**config.mk**
```make
export PLATFORM = sky130hd
export DESIGN_NAME = ifq_param
export DESIGN_NICKNAME = d
export VERILOG_FILES = /design/src/rtl/ifq_pkg.sv /design/src/rtl/ifq_line_ram.sv /design/src/rtl/ifq_param.sv
export SDC_FILE = /design/constraint.sdc
export NUM_CORES = 1
export LEC_CHECK = 0
export BUFFER_PORTS_ARGS = -buffer_cell sky130_fd_sc_hd__buf_2
export CAP_MARGIN = 10
export CORE_MARGIN = 2
export CORE_UTILIZATION = 45
export CTS_CLUSTER_SIZE = 8
export DETAILED_ROUTE_END_ITERATION = 8
export PLACE_DENSITY = 0.65
export SETUP_SLACK_MARGIN = 0.5
export SLEW_MARGIN = 20
export SYNTH_ARGS = -nofsm -noshare
export SYNTH_HDL_FRONTEND = slang
export SYNTH_HIERARCHICAL = 1
export SYNTH_SLANG_ARGS = --single-unit
```
**constraint.sdc**
```tcl
create_clock -name clk -period 14.36 [get_ports clk]
set_input_delay 2.154 -clock clk [delete_from_list [all_inputs] [get_ports clk]]
set_output_delay 2.154 -clock clk [all_outputs]
set_load 0.005 [all_outputs]
```
**src/rtl/ifq_pkg.sv**
```systemverilog
// Shared widths and helpers for the instruction fetch queue.
// Defaults match the standard 4-word line, 4-slot configuration.
package ifq_pkg;
    localparam int XLEN      = 32;
    localparam int WORDS_DEF = 4;
    localparam int DEPTH_DEF = 4;
    localparam int OFF_W     = $clog2(WORDS_DEF);
    localparam int PTR_W     = $clog2(DEPTH_DEF);
    localparam int CNT_W     = PTR_W + 1;

    // Clear the low lsb bits of a byte address.
    function automatic logic [XLEN-1:0] align_down(input logic [XLEN-1:0] a, input int lsb);
        return a & ~((XLEN'(1) << lsb) - XLEN'(1));
    endfunction
endpackage

```
**src/rtl/ifq_line_ram.sv**
```systemverilog
// Line storage for the fetch queue: one synchronous write port, one
// asynchronous read port. Contents are not reset.
module ifq_line_ram #(
    parameter int DEPTH  = 4,
    parameter int LINE_W = 128
) (
    input  logic                     clk,
    input  logic                     we,
    input  logic [$clog2(DEPTH)-1:0] waddr,
    input  logic [LINE_W-1:0]        wdata,
    input  logic [$clog2(DEPTH)-1:0] raddr,
    output logic [LINE_W-1:0]        rdata
);
    logic [LINE_W-1:0] mem [DEPTH];

    always_ff @(posedge clk) begin
        if (we) mem[waddr] <= wdata;
    end

    assign rdata = mem[raddr];
endmodule

```
**src/rtl/ifq_param.sv**
```systemverilog
// Instruction fetch queue: buffers whole cache lines and hands decode one
// 32-bit word per Rd_en; a branch redirect flushes and refetches from target.
module ifq_param
    import ifq_pkg::*;
#(
    parameter int WORDS = WORDS_DEF,
    parameter int DEPTH = DEPTH_DEF
) (
    input  logic                     clk,
    input  logic                     reset,
    input  logic [32*WORDS-1:0]      Dout,
    input  logic                     Dout_valid,
    input  logic                     Rd_en,
    input  logic [31:0]              Jmp_branch_address,
    input  logic                     Jmp_branch_valid,
    output logic [31:0]              Pc_in,
    output logic                     Rd_en_cache,
    output logic [31:0]              Pc_out,
    output logic [31:0]              Inst,
    output logic                     Empty,
    output logic                     Full,
    output logic [$clog2(DEPTH):0]   Line_cnt
);
    localparam int OW = $clog2(WORDS);
    localparam int PW = $clog2(DEPTH);
    localparam int CW = PW + 1;

    logic [PW-1:0]         wp, rp;
    logic [OW-1:0]         rw;
    logic [CW-1:0]         cnt;
    logic [32*WORDS-1:0]   head_line;
    logic                  wr, rd, retire;

    assign Empty       = (cnt == '0);
    assign Full        = (cnt == CW'(DEPTH));
    assign Rd_en_cache = !Full;
    assign Line_cnt    = cnt;

    // Redirect wins over both queue operations in the same cycle.
    assign wr     = Dout_valid && !Full && !Jmp_branch_valid;
    assign rd     = Rd_en && !Empty && !Jmp_branch_valid;
    assign retire = rd && (rw == OW'(WORDS - 1));

    assign Inst = head_line[{rw, 5'b0} +: 32];

    ifq_line_ram #(
        .DEPTH  (DEPTH),
        .LINE_W (32 * WORDS)
    ) u_ram (
        .clk   (clk),
        .we    (wr),
        .waddr (wp),
        .wdata (Dout),
        .raddr (rp),
        .rdata (head_line)
    );

    always_ff @(posedge clk) begin
        if (reset) begin
            Pc_in  <= '0;
            Pc_out <= '0;
            wp     <= '0;
            rp     <= '0;
            rw     <= '0;
            cnt    <= '0;
        end else if (Jmp_branch_valid) begin
            // Start mid-line at the target word; the fetch address is line aligned.
            Pc_in  <= align_down(Jmp_branch_address, OW + 2);
            Pc_out <= align_down(Jmp_branch_address, 2);
            rw     <= Jmp_branch_address[OW+1:2];
            wp     <= '0;
            rp     <= '0;
            cnt    <= '0;
        end else begin
            if (wr) begin
                wp    <= wp + PW'(1);
                Pc_in <= Pc_in + XLEN'(4 * WORDS);
            end
            if (rd) begin
                Pc_out <= Pc_out + XLEN'(4);
                if (retire) begin
                    rw <= '0;
                    rp <= rp + PW'(1);
                end else begin
                    rw <= rw + OW'(1);
                end
            end
            case ({wr, retire})
                2'b10:   cnt <= cnt + CW'(1);
                2'b01:   cnt <= cnt - CW'(1);
                default: cnt <= cnt;
            endcase
        end
    end
endmodule

```
Yosys cells after proc, flatten, opt, wreduce, memory -nomap -nowiden
Memories as Yosys holds them, arrays and structs flattened. A register that Yosys moved wholly into a read port is not among the register bits.
Index checks and enable logic that the tools add are counted.
W data, S select, Z words.
{ "word_totals": {"regBits": 73, "ram_bits": 512, "in_bits": 165, "out_inout_bits": 102, "elab_cells": 47, "memories": 1} }
{ "classes": {"add_sub_neg": 7, "eq_ne": 4, "n_shift": 1, "mux": 12, "n_reduce_logical": 14} }
{ "memory_table": {"columns": ["name", "depth", "width", "rd", "rd_ports_with_merged_regs", "wr", "line_no", "rtl"], "rows": [
  ["u_ram.mem", 4, 128, 1, 1, 1, "ifq_line_ram.sv:14", "logic [LINE_W-1:0] mem [DEPTH];"]
]} }
{ "op_table": {"columns": ["operator", "count"], "rows": [
  ["$mux W32", 4],
  ["$shiftx A128 B8 Y32", 1],
  ["$add A32 B3 Y32 const B", 1],
  ["$add A32 B5 Y32 const B", 1],
  ["$mux W2", 5],
  ["$add A2 B1 Y2 const B", 3],
  ["$pmux W3 S2", 1],
  ["$reduce_bool A2 Y1", 3],
  ["$logic_and A1 B1 Y1", 5],
  ["$eq A2 B2 Y1 const B", 2],
  ["$add A3 B1 Y3 const B", 1],
  ["$eq A3 B3 Y1 const B", 1],
  ["$logic_not A1 Y1", 3],
  ["$logic_not A3 Y1", 1],
  ["$sub A3 B1 Y3 const B", 1],
  ["$eq A2 B1 Y1 const B", 1],
  ["$mux W1", 2],
  ["$reduce_and A2 Y1", 1],
  ["$reduce_or A2 Y1", 1]
]} }

Logic depth before layout (Yosys ltp)
{ "depth": {"ltp_word": 8, "mapped_depth": 9} }

Hierarchy
Netlist, hierarchy kept.
{ "modules_own_cells": {"columns": ["module", "instances", "cells_each", "area_per_inst_um2", "seq_area_each_um2"], "rows": [
  ["ifq_line_ram", 1, 672, 18602.8, 15374.7],
  ["ifq_param", 1, 466, 4376.7, 1341.3]
]} }

Worst setup path after synthesis
Ideal clock, no wire load.
{ "synth_timing": {"path_kind": "input -> register", "startpoint": "in Jmp_branch_valid", "endpoint": "mem u_ram.mem[0][0] (enable)", "setup_ns": 0.800, "arrival_ns": 12.168, "setup_slack_ns": 1.391, "cell_stages": 3, "path_cell_list": "clkbuf_1 -> nor3_1 -> nor3b_1"} }
{ "synth_via": {"elab_chain_len": 4} }
{ "synth_rtl": {"columns": ["element", "line_no", "rtl"], "rows": [
  ["start: declaration", "ifq_param.sv:15", "input logic Jmp_branch_valid,"],
  ["$logic_not A1 Y1", "ifq_param.sv:40", "assign wr = Dout_valid && !Full && !Jmp_branch_valid;"],
  ["$logic_and A1 B1 Y1", "ifq_param.sv:40", null],
  ["via wr", "ifq_param.sv:32", "logic wr, rd, retire;"],
  ["$mux W1", "ifq_line_ram.sv:17", "if (we) mem[waddr] <= wdata;"],
  ["$mux W1 (implied by the code)", "ifq_line_ram.sv:17", null],
  ["end: declaration", "ifq_line_ram.sv:14", null]
]} }
The timed path passes the listed nets, and every way through them passes these cells.

==> metrics.md <==
| Metric | Value |
|---|---|
| Relative slew slack | between 20% and 30% |
| Crit. End Element | primary output |
| Wirelength per Cell | 22.9 um |
| Max-cap violations | 0 |
| Vias per cell | 5.56 |
| Gr usage total | between 10% and 20% |
| Core area | 50300 sq um |
| Mapped cell area | about 23000 sq um |
| Compound-cell area share of the yosys netlist | approximately 2.9% |
| Initial antenna violation count | 16 |
| CTS HTree Levels | 3 |
| CP Class | register to primary output |
| Post-route cell area | 27100 sq um |
| CTS resizes | 0 |
| Clk_lat worst skew | about 600 ps |
| I/O Pins | 267 |
| Via Count | ~12000 |
| Synth warnings | 6 |
| Worst slack, placed | roughly 8400 ps |
| Seq. cell area | approximately 17000 sq um |
| Vias in the first global route | around 12000 |
| Port buffer count | between 200 and 300 |
| Crit-path max FO | 70 |
| CTS Hold Buffers Added | 0 |
| CTS sink cnt | just under 600 |
| Family with the most delay on the worst path | buffers and inverters |
| Fillers | approximately 3900 |
| Die height | between 200 and 250 um |
| Final Skew | roughly 15 ps |
| Die area | 52900 sq um |
| HP Class | register to register |
| Most frequent cells in the layout | edfxtp_1 (512), buf_2 (258), mux4_2 (160) |
| Leakage | 9.10 nW |
| Fmax | between 150 and 200 MHz |
| Multiplexer area fraction after synthesis | 15.8% |
| Root buf cell | clkbuf_16 |
| Synth Area in Adders | less than 1% |
| Cell Rows | 82 |
| First-pass GRT wire length | ~74 mm |
| RSZ-0062 raised after global routing | no |
| Synth top area cells | edfxtp_1 (67%), mux4_2 (16%), dfxtp_1 (5.8%), xor2_1 (1.5%), a21boi_1 (0.98%) |
| Commonest non-fill, non-tap cell in the layout | edfxtp_1 |
| Status | completed |
| Post-route clock period utilization | roughly 41% |
| Largest net degree at the start of global routing | around 120 |
| Final core utilization | about 54% |
| Layout area overhead | 17.7% |
| Synth Area in Simple Gates | 3.57% |
| Bufs and invs on worst path | 2 |
| Placed instance area | around 25000 sq um |
| Seq/Total Area, Yosys | 72.7% |
| Worst hold slack | 498 ps |
| Cell taking the most area after synthesis | edfxtp_1 |
| Peak VDD IR | ~0.13 mV |
| DRT Wirelength | ~49 mm |
| Post-DP HPWL | roughly 29 mm |
| Post-Synth XOR/XNOR Area | just over 2% |
| Post-Synthesis Cells | between 1000 and 1500 |
| Fin. max-slew vios | 0 |
| Critical path data required time | 12210 ps |
| Largest family of logic cells by synthesized area | multiplexers |
| Asr flop ratio synth | 0% |
| Die Wd | between 200 and 250 um |
| Critical path, cell by cell | buf_4 > mux4_2 > mux4_2 > buf_2 |
| Top-area cell type share of the netlist area | between 60% and 70% |
| Max clock buf depth | 3 |
| Crit path DAT | about 3700 ps |
| Setup TNS Final | 0 ps |
| Endpoints failing setup | 0 |
| Multi-input gate area | around 5700 sq um |
| Final Wtd Congestion | slightly above 0.9 |
| Tmin final | roughly 6000 ps |
| Syn avg cell area | just over 20 sq um |
| Pwr/cell area | between 100 and 150 nW/um^2 |
| Pre-Repair DR Iteration Count | 5 |
| TritonCTS clock tree | yes |
| Critical path's slowest cell | dfxtp_4 |
| DR DRC count | 0 |
| Final net count | roughly 1600 |
| Startpoint types | register |
| Synth Register Bits | 579 |
| Fraction of layout cells with a size suffix above 1 | a little under two fifths |
| Top FF cell, synth | edfxtp_1 |
| Post CTS Setup Buffer Count | 0 |
| Post-DRT Antenna Nets | 0 |
| Total gr overflow | 0 |
| DR iter-0 viols | between 800 and 900 |
| Final worst-path setup slack | ~8500 ps |
| Final Hold Fails | 0 |
| Worst-path clk slew | about 60 ps |
| Cts bufs inserted | between 80 and 90 |
| Number of synthesized flops with an enable pin | a little over 500 |
| Most used cell along the critical path | mux4_2 |
| Synth cell types | 50 |
| Initial Util | 45.7% |
| Crit-path max cell delay | just over 1000 ps |
| Worst slew pin tran | around 1100 ps |
area by class of cell:
| class | instances | share of cell area [%] |
|---|---|---|
| sequential | 579 | 61.8 |
| multi-input combinational | 471 | 21.0 |
| clock inverter | 5 | 0.264 |
| timing repair buffer | 272 | 5.22 |
| tap | 672 | 3.11 |
| inverter | 27 | 0.375 |
| clock buffer | 102 | 8.10 |
| antenna | 7 | 0.0647 |
stage by stage:
stage,std cells,total power [mW]
finish,2135,3.77
global route,2132,3.90
CTS,2128,3.81
detailed placement,2021,2.09
global placement,2021,2.08
floorplan,1143,2.00
final timing paths:
check                                         end        start  slack [ps]  depth (start not counted)
worst max-delay path                     Inst[13]        rp[1]        8470                          4
worst min-delay path                        rw[1]        rw[1]         500                          2
worst max register to register  u_ram/mem[1][117]  Line_cnt[0]       10380                          5
worst min register to register              rw[1]        rw[1]         500                          2
flip-flops by register name (all words and copies together), names as in the netlist:
| register | cells |
|---|---|
| Pc_in | 28 |
| rp | 2 |
| u_ram/mem | 512 |
| rw | 2 |
| Line_cnt | 3 |
| Pc_out | 30 |
| wp | 2 |
report_power, final:
part	internal [mW]	switching [mW]	leakage [nW]	total, mW
logic	0.0767	0.0821	2.80	0.159
clock network	1.05	0.656	1.10	1.71
registers	1.87	0.0257	5.21	1.90
total	3.00	0.764	9.10	3.77
synthesized netlist by cell type, types with 2 or more instances:
library cell	count
nand3_1	15
a21oi_1	36
buf_2	21
a31oi_1	5
o31a_1	3
mux4_2	160
inv_1	27
nand2_1	24
o21bai_1	6
xor2_1	39
a211oi_1	6
and4_2	2
o22ai_1	3
and2_1	3
ha_1	4
mux2i_1	3
buf_6	5
and4_1	4
and3_1	21
and3b_1	2
buf_12	10
nor3_1	8
edfxtp_1	512
buf_4	8
dfxtp_1	67
o21a_1	9
nand3_2	2
nor3b_1	2
xnor2_1	14
nand4_1	27
nor2_1	20
a21boi_1	30
clkbuf_1	22
nor4_1	2
tightest hold or removal path, stage by stage (launching register included):
cell and delay, ps:
dfxtp_2 330, nand2_1 50, a31oi_1 80
cell families after synthesis:
group / Yosys count
AOI/OAI and AO/OA: 102
xor gates and xnor gates: 53
adders and majority gates: 5
buffers and inverters: 93
DFF: 579
muxes: 163
other: 1
and+or+nand+nor: 142
per-layer routing:
layer | share of wire [%] | global-route usage [%] | routed length [um]
met1 | 40 | 23.5 | 19400
met2 | 49 | 30.2 | 23900
met3 | 7.5 | 5.59 | 3650
met4 | 3.8 | 8.99 | 1880
met5 | 0.26 | 0 | 126
No activity file was read; power rests on OpenSTA's default activity.
